--- config.mk ---
export PLATFORM = sky130hd
export DESIGN_NAME = gelato_ifetch
export DESIGN_NICKNAME = d
export VERILOG_FILES = /design/src/rtl/gelato_ifetch.sv
export SDC_FILE = /design/constraint.sdc
export NUM_CORES = 1
export LEC_CHECK = 0
export BUFFER_PORTS_ARGS = -buffer_cell sky130_fd_sc_hd__buf_4
export CAP_MARGIN = 10
export CORE_UTILIZATION = 35
export CTS_CLUSTER_DIAMETER = 200
export DETAILED_ROUTE_END_ITERATION = 10
export HOLD_SLACK_MARGIN = 0.05
export PLACE_DENSITY_LB_ADDON = 0.25
export SLEW_MARGIN = 10
export SYNTH_ARGS = -nofsm -noshare
export SYNTH_HDL_FRONTEND = slang
export SYNTH_SLANG_ARGS = --single-unit
--- constraint.sdc ---
create_clock -name clk -period 2.09 [get_ports clk]
set_input_delay 0.1045 -clock clk [delete_from_list [all_inputs] [get_ports clk]]
set_output_delay 0.1045 -clock clk [all_outputs]
set_load 0.1 [all_outputs]
--- src/rtl/gelato_ifetch.sv ---
// Gelato GPU instruction fetch: takes one PC request at a time, reads the word from
// instruction memory and hands it with its warp tags to the decoder.
// Optional misaligned-PC fault path: define GELATO_IFETCH_ALIGN_CHECK_EN.
module gelato_ifetch #(
    parameter int PC_WIDTH        = 32,
    parameter int INST_WIDTH      = 32,
    parameter int WARP_NUM_WIDTH  = 5,
    parameter int SPLIT_NUM_WIDTH = 4
) (
    input  logic                       clk,
    input  logic                       rst_n,
    input  logic                       rdy,
    input  logic                       flush,
    input  logic                       pc_valid,
    input  logic [PC_WIDTH-1:0]        pc_pc,
    input  logic [WARP_NUM_WIDTH-1:0]  pc_warp_num,
    input  logic [SPLIT_NUM_WIDTH-1:0] pc_split_table_num,
    output logic                       pc_caught,
    output logic                       mem_req_valid,
    output logic [PC_WIDTH-1:0]        mem_req_addr,
    input  logic                       mem_req_ready,
    input  logic                       mem_resp_valid,
    input  logic [INST_WIDTH-1:0]      mem_resp_data,
    output logic                       dec_valid,
    input  logic                       dec_ready,
    output logic [INST_WIDTH-1:0]      dec_inst,
    output logic [PC_WIDTH-1:0]        dec_pc,
    output logic [WARP_NUM_WIDTH-1:0]  dec_warp_num,
    output logic [SPLIT_NUM_WIDTH-1:0] dec_split_table_num
`ifdef GELATO_IFETCH_ALIGN_CHECK_EN
    ,
    output logic                       dec_fault
`endif
);

    typedef enum logic [1:0] {IDLE, REQ, WAIT, OUT} state_t;

    state_t                     state, state_next;
    logic [PC_WIDTH-1:0]        lat_pc;
    logic [WARP_NUM_WIDTH-1:0]  lat_warp;
    logic [SPLIT_NUM_WIDTH-1:0] lat_split;
    logic                       drop_resp;
    logic                       accept, req_done, resp_load, out_done, fault_load;
    logic                       accept_issue;
    logic                       resp_owed;

`ifdef GELATO_IFETCH_ALIGN_CHECK_EN
    assign accept_issue = (pc_pc[1:0] == 2'b00);
`else
    assign accept_issue = 1'b1;
`endif

    // A flush that lands after the request transferred leaves a response in flight.
    assign resp_owed = (state == WAIT && !mem_resp_valid) ||
                       (state == REQ && mem_req_valid && mem_req_ready);

    always_comb begin
        state_next = state;
        accept     = 1'b0;
        req_done   = 1'b0;
        resp_load  = 1'b0;
        out_done   = 1'b0;
        fault_load = 1'b0;
        if (flush) begin
            state_next = IDLE;
        end else begin
            case (state)
                IDLE: begin
                    if (pc_valid && !pc_caught && !drop_resp) begin
                        accept     = 1'b1;
                        state_next = REQ;
                    end
                end
                REQ: begin
`ifdef GELATO_IFETCH_ALIGN_CHECK_EN
                    if (lat_pc[1:0] != 2'b00) begin
                        fault_load = 1'b1;
                        state_next = OUT;
                    end else
`endif
                    if (mem_req_valid && mem_req_ready) begin
                        req_done   = 1'b1;
                        state_next = WAIT;
                    end
                end
                WAIT: begin
                    if (mem_resp_valid) begin
                        resp_load  = 1'b1;
                        state_next = OUT;
                    end
                end
                OUT: begin
                    if (dec_valid && dec_ready) begin
                        out_done   = 1'b1;
                        state_next = IDLE;
                    end
                end
                default: state_next = IDLE;
            endcase
        end
    end

    always_ff @(posedge clk or negedge rst_n) begin
        if (!rst_n) begin
            state <= IDLE;
        end else if (rdy) begin
            state <= state_next;
        end
    end

    always_ff @(posedge clk or negedge rst_n) begin
        if (!rst_n) begin
            pc_caught     <= 1'b0;
            mem_req_valid <= 1'b0;
            dec_valid     <= 1'b0;
            drop_resp     <= 1'b0;
        end else if (rdy) begin
            pc_caught <= accept;

            if (flush)
                mem_req_valid <= 1'b0;
            else if (accept)
                mem_req_valid <= accept_issue;
            else if (req_done)
                mem_req_valid <= 1'b0;

            if (flush)
                dec_valid <= 1'b0;
            else if (resp_load || fault_load)
                dec_valid <= 1'b1;
            else if (out_done)
                dec_valid <= 1'b0;

            if (flush && resp_owed)
                drop_resp <= 1'b1;
            else if (mem_resp_valid)
                drop_resp <= 1'b0;
        end
    end

`ifdef GELATO_IFETCH_ALIGN_CHECK_EN
    always_ff @(posedge clk or negedge rst_n) begin
        if (!rst_n) begin
            dec_fault <= 1'b0;
        end else if (rdy) begin
            if (flush || resp_load || out_done)
                dec_fault <= 1'b0;
            else if (fault_load)
                dec_fault <= 1'b1;
        end
    end
`endif

    always_ff @(posedge clk or negedge rst_n) begin
        if (!rst_n) begin
            lat_pc              <= '0;
            lat_warp            <= '0;
            lat_split           <= '0;
            mem_req_addr        <= '0;
            dec_inst            <= '0;
            dec_pc              <= '0;
            dec_warp_num        <= '0;
            dec_split_table_num <= '0;
        end else if (rdy) begin
            if (accept) begin
                lat_pc       <= pc_pc;
                lat_warp     <= pc_warp_num;
                lat_split    <= pc_split_table_num;
                mem_req_addr <= pc_pc;
            end
            // A faulting fetch still reports its tags, with a zero instruction word.
            if (resp_load || fault_load) begin
                dec_inst            <= resp_load ? mem_resp_data : '0;
                dec_pc              <= lat_pc;
                dec_warp_num        <= lat_warp;
                dec_split_table_num <= lat_split;
            end
        end
    end

endmodule

==> flow_metrics.env, run 1 <==
export IMPL_fillers=1038
export IMPL_cts_root_buf="clkbuf_16"
export IMPL_r2r_cells=6
export IMPL_initial_core_util=0.365
export IMPL_grt_pass1_wl_mm=18.2
export IMPL_synth_compound_area_frac=0.0208
export IMPL_critical_path_class="register to register"
export IMPL_critical_path_slowest_cell="or3_2"
export IMPL_synth_seq_area_share=0.641
export IMPL_synth_simple_area_share=0.0195
export IMPL_ioPinCount=189
export IMPL_arrival_ps=2230
export IMPL_slew_viol_final=0
export IMPL_outcome="complete, no violations"
export IMPL_diodes=0
export IMPL_drc=0
export IMPL_fin_crit_ps=1950
export IMPL_cts_setup_buffers=0
export IMPL_grt_usage=0.168
export IMPL_crit_buf_inv=3
export IMPL_cp_end_kind="register"
export IMPL_avgSynthCellArea_um2=16.4
export IMPL_synth_fa_ha_area_frac=0.0107
export IMPL_ys_types=25
export IMPL_grt_pass1_vias=3728
export IMPL_rsz0062_at_grt="false"
export IMPL_cp_slowest_stage_delay_ps=490
export IMPL_place_gp_congestion=0.830
export IMPL_use_met3=0.0509
export IMPL_hpwl_mm=7.23
export IMPL_die_area_mm2=0.0139
export IMPL_cp_max_fo=25
export IMPL_grt_overflow_total=0
export IMPL_portBuffers=188
export IMPL_area_growth_pct=62.8
export IMPL_r2r_start="state[0]$_DFFE_PN0P_"
export IMPL_fmax_mhz=514
export IMPL_htree_num_levels=4
export IMPL_syn_cell_area_mm2=0.00469
export IMPL_routed_wl_mm=10.9
export IMPL_worstPathCellList="inv_1, ha_1, inv_1, or3_2, buf_4, mux2_2"
export IMPL_worstSetupStartpointType="register"
export IMPL_worst_pin_slew_ps=545
export IMPL_setup_violations=0
export IMPL_die_y_um=118
export IMPL_timing_rr_end="dec_warp_num[1]$_DFFE_PN0P_"
export IMPL_yosysWarnings=0
export IMPL_cp_common_cell="inv_1"
export IMPL_row_count=41
export IMPL_hold_depth=3
export IMPL_layout_drive_gt1_share=0.592
export IMPL_hold_path_startpoint="rdy"
export IMPL_reg2reg_slack_ps=140
export IMPL_crit_cells=6
export IMPL_tns_ps=0
export IMPL_cts_buffers=17
export IMPL_syn_inst=285
export IMPL_top_usage_layer="met2"
export IMPL_cp_top_family="simple AND/OR/NAND/NOR gates"
export IMPL_dr_pass1_iters=4
export IMPL_synth_fp_nets=370
export IMPL_finalCritPeriodShare=0.932
export IMPL_cp_data_required_time_ps=2380
export IMPL_wl_per_cell_um=14.6
export IMPL_core_area_mm2=0.0128
export IMPL_max_cap_violations=0
export IMPL_clockBufferDepth=2
export IMPL_antenna_found_initial=0
export IMPL_drt_initial_drc_count=98
export IMPL_synth_top_family_by_area="multiplexers"
export IMPL_clkSinkCount=120
export IMPL_clock_latency_ps=410
export IMPL_fp_dieW_um=118
export IMPL_finalClockSkew_ps=4.22
export IMPL_tritoncts="built"
export IMPL_hold_path_class="input pin to register"
export IMPL_hold_path_end="state[0]$_DFFE_PN0P_"
export IMPL_vias=3348
export IMPL_met2_usage=0.279
export IMPL_synth_seq_cells=120
export IMPL_hold_slack_ps=93.2
export IMPL_met1_usage=0.195
export IMPL_grt_max_degree=56
export IMPL_viasPerCell=4.46
export IMPL_hold_viol=0
export IMPL_clk_pin_slew_ps=50
export IMPL_relSlewSlack=0.637
export IMPL_muxShareOfSynthArea=0.276
export IMPL_synth_xor_area_frac=0
export IMPL_final_antenna_net_count=0
export IMPL_nets=650
## worst reg2reg max path, cell delays in order (launching register included)
cell and delay, ps:
dfrtp_1 410, inv_1 90, ha_1 190, inv_1 70, or3_2 490, buf_4 260
mux2_2 320
## flip-flops by register name, summed over array words and instances, names as in the netlist
register,cells
dec_warp_num,5
lat_warp,5
dec_valid,1
dec_split_table_num,4
dec_inst,32
mem_req_valid,1
drop_resp,1
pc_caught,1
lat_split,4
lat_pc,32
dec_pc,32
state,2
## layout by cell type (no fill, tap or decap), types with 2 or more instances in the layout
cell type,Yosys,routed
buf_12,0,4
buf_4,1,191
clkbuf_1,0,3
clkbuf_16,0,17
clkbuf_8,0,4
clkinv_2,0,5
clkinvlp_4,0,2
dfrtp_1,120,118
dfrtp_2,0,2
dlygate4sd3_1,0,78
ha_1,4,4
inv_1,5,5
mux2_1,3,3
mux2_2,112,112
nand2_1,9,9
nand3_1,2,2
nor2_1,2,2
o21ai_0,2,2
## cells in the mapped netlist, drive strengths merged
master | number | area (um^2)
a31oi | 1 | 6.26
o21ai | 2 | 10.0
o2bb2ai | 1 | 8.76
or3 | 1 | 6.26
nand2 | 9 | 33.8
nor3 | 1 | 16.3
a32o | 1 | 10.0
a21boi | 1 | 7.51
dfrtp | 120 | 3000
nand3 | 2 | 10.0
ha | 4 | 50.1
nor2b | 1 | 6.26
a2bb2oi | 1 | 8.76
nor2 | 2 | 7.51
a21oi | 1 | 5.00
a41o | 1 | 10.0
buf | 12 | 131
a21o | 1 | 7.51
a22o | 1 | 8.76
mux2 | 115 | 1290
a2111oi | 1 | 15.0
inv | 5 | 18.8
or3b | 1 | 11.3
## worst max path at each step
stage | startpoint | end | slack, ps
final | state[0]$_DFFE_PN0P_ | dec_warp_num[1]$_DFFE_PN0P_ | 140
after global routing | state[0]$_DFFE_PN0P_ | dec_warp_num[1]$_DFFE_PN0P_ | 30
after CTS | state[0]$_DFFE_PN0P_ | dec_warp_num[2]$_DFFE_PN0P_ | 130
after detailed placement | state[0]$_DFFE_PN0P_ | dec_warp_num[0]$_DFFE_PN0P_ | 140
after global placement | state[0]$_DFFE_PN0P_ | dec_pc[10]$_DFFE_PN0P_ | 180
after floorplan | dec_valid$_DFFE_PN0P_ | state[0]$_DFFE_PN0P_ | 30
## routing by layer
metal | wire (um) | share of wire
met4 | 247 | 0.023
met1 | 4630 | 0.42
met2 | 5470 | 0.50
met3 | 582 | 0.053
met5 | 0 | 0
## per-stage QoR
step	setup slack, ps	cell area [um^2]	std cells	utilization
after detailed placement	135	6290	640	0.490
after global routing	33.0	7630	750	0.595
after floorplan	26.3	4690	285	-
final	143	7630	750	0.595
after CTS	127	7630	750	0.595
after global placement	181	6290	640	0.490
## final cells by class
class,instances,area (um^2),area share
repair buffers,273,2290,0.301
flip-flops and latches,120,3010,0.394
well taps,172,215,0.0282
clock buffers,24,492,0.0644
inverters,5,18.8,0.00246
multi-input cells,148,1540,0.201
clock inverters,8,70.1,0.00918
## what timing repair did
action                                 in CTS  in global routing
resized for setup                           0                  0
hold buffers                               78                  0
endpoints found under the hold margin     112                  0
## cell families after synthesis
family                     after synthesis
buffers and inverters                   17
adders and majority gates                4
DFF                                    120
AOI/OAI and AO/OA                       12
and+or+nand+nor                         17
muxes                                  115
Power of run 1 is left out: the tool's default activity adds up to more than one toggle a clock period on the data nets, which glitch-free logic cannot reach.
==> run 2: changes to the inputs <==
Settings changed: CELL_PAD_IN_SITES_DETAIL_PLACEMENT set to 1, CELL_PAD_IN_SITES_GLOBAL_PLACEMENT set to 1.
==> run 2 against run 1 <==
  * Via count is 2.9% higher
  * Utilization is 0.098 points higher
  * Fmax is 4.7% higher
  * Count of clock-buffer cells in the layout is 1 lower
  * Sequential share of layout area is 0.064 points lower
  * Final cell count is 0.27% lower
  * Die area stayed put
  * Worst setup slack better by 88 ps
  * Register-to-register slack better by 90 ps
  * Cell area is 0.16% higher
==> flow_metrics.env, run 2 (synthesis results as in run 1) <==
export IMPL_outcome="complete, no violations"
export IMPL_core_area_mm2=0.0128
export IMPL_hpwl_mm=8.11
export IMPL_clkSinkCount=120
export IMPL_drc=0
export IMPL_vias=3446
export IMPL_placed_cells_incl_taps=640
export IMPL_setup_violations=0
export IMPL_grt_max_degree=45
export IMPL_viasPerCell=4.61
export IMPL_grt_pass1_wl_mm=21.3
export IMPL_area_growth_pct=63.1
export IMPL_hold_path_class="input pin to register"
export IMPL_worst_pin_slew_ps=601
export IMPL_grt_usage=0.202
export IMPL_layout_common_cells="190 x buf_4, 118 x dfrtp_1, 112 x mux2_2"
export IMPL_worstPathCellList="inv_1, ha_1, a21boi_0, a2111oi_2, nand3_1, a32o_1"
export IMPL_portBuffers=188
export IMPL_reg_largest_list="dec_inst x32, dec_pc x32, lat_pc x32"
export IMPL_die_area_mm2=0.0139
export IMPL_tritoncts="built"
export IMPL_clock_latency_ps=410
export IMPL_rsz0062_at_grt="false"
export IMPL_dr_pass1_iters=4
export IMPL_cts_root_buf="clkbuf_16"
export IMPL_grt_overflow_total=0
export IMPL_htree_num_levels=4
export IMPL_fin_crit_ps=1860
export IMPL_final_antenna_net_count=0
export IMPL_final_common_cell="buf_4"
export IMPL_cp_max_fo=4
export IMPL_drt_initial_drc_count=101
export IMPL_finalClockSkew_ps=5.33
export IMPL_clk_pin_slew_ps=50
export IMPL_crit_buf_inv=1
export IMPL_cp_slowest_stage_delay_ps=530
export IMPL_wl_per_cell_um=17.5
export IMPL_fp_dieW_um=118
export IMPL_fmax_mhz=538
export IMPL_antenna_found_initial=0
export IMPL_layout_drive_gt1_share=0.595
export IMPL_arrival_ps=2160
export IMPL_cts_buffers=17
export IMPL_worstSetupStartpointType="register"
export IMPL_cp_top_family="compound AO/OA/AOI/OAI gates"
export IMPL_diodes=0
export IMPL_cp_end_kind="register"
export IMPL_clockBufferDepth=2
export IMPL_relSlewSlack=0.599
export IMPL_hold_viol=0
export IMPL_place_gp_congestion=0.789
export IMPL_routed_wl_mm=13.1
export IMPL_row_count=41
export IMPL_grt_pass1_vias=3844
export IMPL_cp_data_required_time_ps=2390
export IMPL_initial_core_util=0.365
export IMPL_critical_path_slowest_cell="a2111oi_2"
export IMPL_max_cap_violations=0
export IMPL_ioPinCount=189
export IMPL_stdcell_count=748
export IMPL_nets=649
export IMPL_finalCritPeriodShare=0.890
export IMPL_die_y_um=118
export IMPL_slew_viol_final=0
export IMPL_tns_ps=0
export IMPL_critical_path_class="register to register"
## run 2: final cells by class
class,instances,area [um^2]
multi-input cells,148,1540
fillers,1249,5180
well taps,172,215
inverters,5,18.8
flip-flops and latches,120,3010
repair buffers,272,2300
clock inverters,8,70.1
clock buffers,23,498
## run 2: worst paths after layout
kind,from,end,depth (start not counted),slack (ps)
setup / recovery,state[1]$_DFFE_PN0P_,state[0]$_DFFE_PN0P_,6,230
hold / removal,rdy,dec_valid$_DFFE_PN0P_,3,70
setup reg to reg,state[1]$_DFFE_PN0P_,state[0]$_DFFE_PN0P_,6,230
hold reg to reg,pc_caught$_DFFE_PN0P_,pc_caught$_DFFE_PN0P_,1,500
max in group asynchronous,rst_n,dec_inst[10]$_DFFE_PN0P_,3,1110
min in group asynchronous,rst_n,dec_pc[29]$_DFFE_PN0P_,2,240
## run 2: per-stage QoR
stage	area [um^2]	utilization	setup WS (ps)	hold WS, ps
final	7640	0.596	230	73.2
after global routing	7640	0.596	56.5	66.3
after CTS	7640	0.596	210	57.0
after detailed placement	6300	0.492	216	142
after global placement	6300	0.492	298	137
after floorplan	4690	-	26.3	-191
## run 2: repair_timing
action / 4_1_cts / 5_1_grt
setup buffers: 0 / 0
hold buffers: 77 / 0
hold endpoints to repair: 116 / 0
resized for setup: 0 / 0
## run 2: tightest hold or removal path: cells and delay by family
kind	cells	cell delay (ps)
buffers and inverters	2	200
AO/OA/AOI/OAI	1	130
## run 2: layer usage
layer	vias to the layer above	wire length, um	part of all wire	GRT usage
li1	1576	-	-	-
met1	1741	5010	0.38	0.226
met2	114	7260	0.55	0.361
met3	15	606	0.046	0.0543
met4	0	215	0.016	0.0809
met5	-	0	0	0
Power of run 2 is left out for the same reason.
==> run 3: changes to the inputs <==
Settings changed: ABC_AREA set to 1, CAP_MARGIN 10 to 20.
Clock period 2.09 ns to 2 ns, I/O delays scaled along.
==> run 3 against run 2 <==
  * Cell area rose by 0.64%
  * Final cell count rose by 27%
  * Clock skew fell by 1.0 ps
  * Utilization fell by 2.0 points
  * Count of clock-buffer cells in the layout rose by 1
  * Critical path depth rose by 2
  * First-iteration DRC count rose by 89%
  * Critical endpoint is now lat_split[2]$_DFFE_PN0P_
  * Largest cell class unchanged
==> flow_metrics.env, run 3 <==
export IMPL_outcome="complete, no violations"
export IMPL_final_common_cell="buf_4"
export IMPL_place_gp_congestion=0.745
export IMPL_fp_dieW_um=119
export IMPL_setup_ws_ps=392
export IMPL_setup_violations=0
export IMPL_tritoncts="built"
export IMPL_grt_max_degree=70
export IMPL_worstSetupStartpointType="register"
export IMPL_vias=4464
export IMPL_postPlaceCellArea_mm2=0.00633
export IMPL_grt_usage=0.231
export IMPL_dr_pass1_iters=4
export IMPL_synth_area_leaders="dfrtp_1 62%, nand2_1 6.7%, inv_1 6.4%"
export IMPL_synth_fp_nets=582
export IMPL_finish_utilization=0.576
export IMPL_critical_path_class="register to register"
export IMPL_drt_initial_drc_count=191
export IMPL_yosysWarnings=0
export IMPL_finalClockSkew_ps=4.28
export IMPL_fmax_mhz=622
export IMPL_nets=847
export IMPL_cp_max_fo=69
export IMPL_hold_viol=0
export IMPL_rsz0062_at_grt="false"
export IMPL_place_ws_ps=431
export IMPL_fillers=1487
export IMPL_initial_core_util=0.361
export IMPL_syn_cell_area_mm2=0.00482
export IMPL_viasPerCell=4.69
export IMPL_grt_overflow_total=0
export IMPL_final_antenna_net_count=0
export IMPL_synth_most_common_cell="dfrtp_1"
export IMPL_ys_types=18
export IMPL_syn_inst=497
export IMPL_row_count=42
export IMPL_layout_drive_gt1_share=0.307
export IMPL_hold_path_class="input pin to register"
export IMPL_cp_data_required_time_ps=2270
export IMPL_core_area_mm2=0.0133
export IMPL_design_area_mm2=0.00769
export IMPL_synthArstFlopShare=1.00
export IMPL_portBuffers=188
export IMPL_finalCritPeriodShare=0.804
export IMPL_ioPinCount=189
export IMPL_layout_common_cells="191 x buf_4, 120 x dfrtp_1, 85 x nand2_1"
export IMPL_slew_viol_final=0
export IMPL_max_cap_violations=0
export IMPL_clock_latency_ps=410
export IMPL_antenna_found_initial=1
export IMPL_worst_pin_slew_ps=517
export IMPL_arrival_ps=1880
export IMPL_synth_seq_area_share=0.623
export IMPL_drc=0
export IMPL_area_growth_pct=59.6
export IMPL_hpwl_mm=9.33
export IMPL_grt_pass1_wl_mm=25.0
export IMPL_clk_pin_slew_ps=50
export IMPL_synth_seq_cells=120
export IMPL_relSlewSlack=0.655
export IMPL_yosys_top_cells_count="120 x dfrtp_1, 86 x nand2_1, 82 x inv_1, 61 x o21ai_1, 47 x a21oi_1"
export IMPL_wl_per_cell_um=16.5
export IMPL_grt_pass1_vias=4876
export IMPL_fin_crit_ps=1610
export IMPL_clkSinkCount=120
export IMPL_yosys_area_top_type="dfrtp_1"
export IMPL_avgSynthCellArea_um2=9.70
export IMPL_cp_end_kind="register"
export IMPL_tns_ps=0
export IMPL_die_area_mm2=0.0142
export IMPL_htree_num_levels=4
export IMPL_reg_largest_list="dec_inst x32, dec_pc x32, lat_pc x32"
export IMPL_routed_wl_mm=15.7
export IMPL_die_y_um=119
export IMPL_synth_main_ff_cell="dfrtp_1"
export IMPL_cts_buffers=17
export IMPL_clockBufferDepth=2
export IMPL_cts_root_buf="clkbuf_16"
export IMPL_cts_resized=0
export IMPL_synth_top_area_share=0.623
export IMPL_synth_edf_count=0
run 3: final cells by class:
type | count | area, um^2 | area share
clock inverter | 8 | 118 | 0.0153
antenna | 1 | 2.50 | 0.000325
sequential | 120 | 3000 | 0.390
inverter | 83 | 312 | 0.0405
timing repair buffer | 271 | 2280 | 0.297
clock buffer | 24 | 492 | 0.0639
multi-input combinational | 269 | 1260 | 0.164
tap | 176 | 220 | 0.0286
run 3: metrics by stage:
step | cells | hold slack [ps]
3_5_place_dp | 844 | 96.9
5_1_grt | 952 | 88.9
4_1_cts | 951 | 53.0
3_3_place_gp | 844 | 90.1
2_1_floorplan | 497 | -196
6_report | 952 | 71.2
run 3: kinds of logic (layout without fill, tap and decap cells):
logic type | after synthesis | count (layout) | synth area share
buf+inv | 108 | 386 | 0.118
fa+ha+maj | 4 | 4 | 0.0104
other cells | 0 | 1 | 0
simple gates | 142 | 142 | 0.116
compound gates | 123 | 123 | 0.133
flops | 120 | 120 | 0.623
run 3: repair_timing:
| action | CTS | global route |
|---|---|---|
| setup buffers | 0 | 0 |
| hold buffers | 75 | 0 |
| hold endpoints to repair | 105 | 0 |
run 3: critical path: stages, from the launching register on:
cell     delay (ps)
dfrtp_1         410
inv_1           100
ha_1            200
inv_1            50
nor2_1          160
nand2_2         100
buf_12          200
nor2_1          150
a21oi_1          70
run 3: routing by layer:
metal / vias up / track usage / share of wire
li1: 2074 / - / -
met1: 2192 / 0.241 / 0.37
met2: 146 / 0.418 / 0.54
met3: 52 / 0.0632 / 0.053
met4: 0 / 0.129 / 0.041
met5: - / 0 / 0
run 3: final timing paths:
path,from,end,slack (ps),cells after the start
setup / recovery,state[1]$_DFFE_PN0P_,lat_split[2]$_DFFE_PN0P_,390,8
hold / removal,flush,state[1]$_DFFE_PN0P_,70,4
setup reg to reg,state[1]$_DFFE_PN0P_,lat_split[2]$_DFFE_PN0P_,390,8
hold reg to reg,dec_inst[30]$_DFFE_PN0P_,dec_inst[30]$_DFFE_PN0P_,480,2
max in group asynchronous,rst_n,lat_pc[23]$_DFFE_PN0P_,1080,3
min in group asynchronous,rst_n,dec_inst[12]$_DFFE_PN0P_,200,2
Power of run 3 is left out for the same reason.
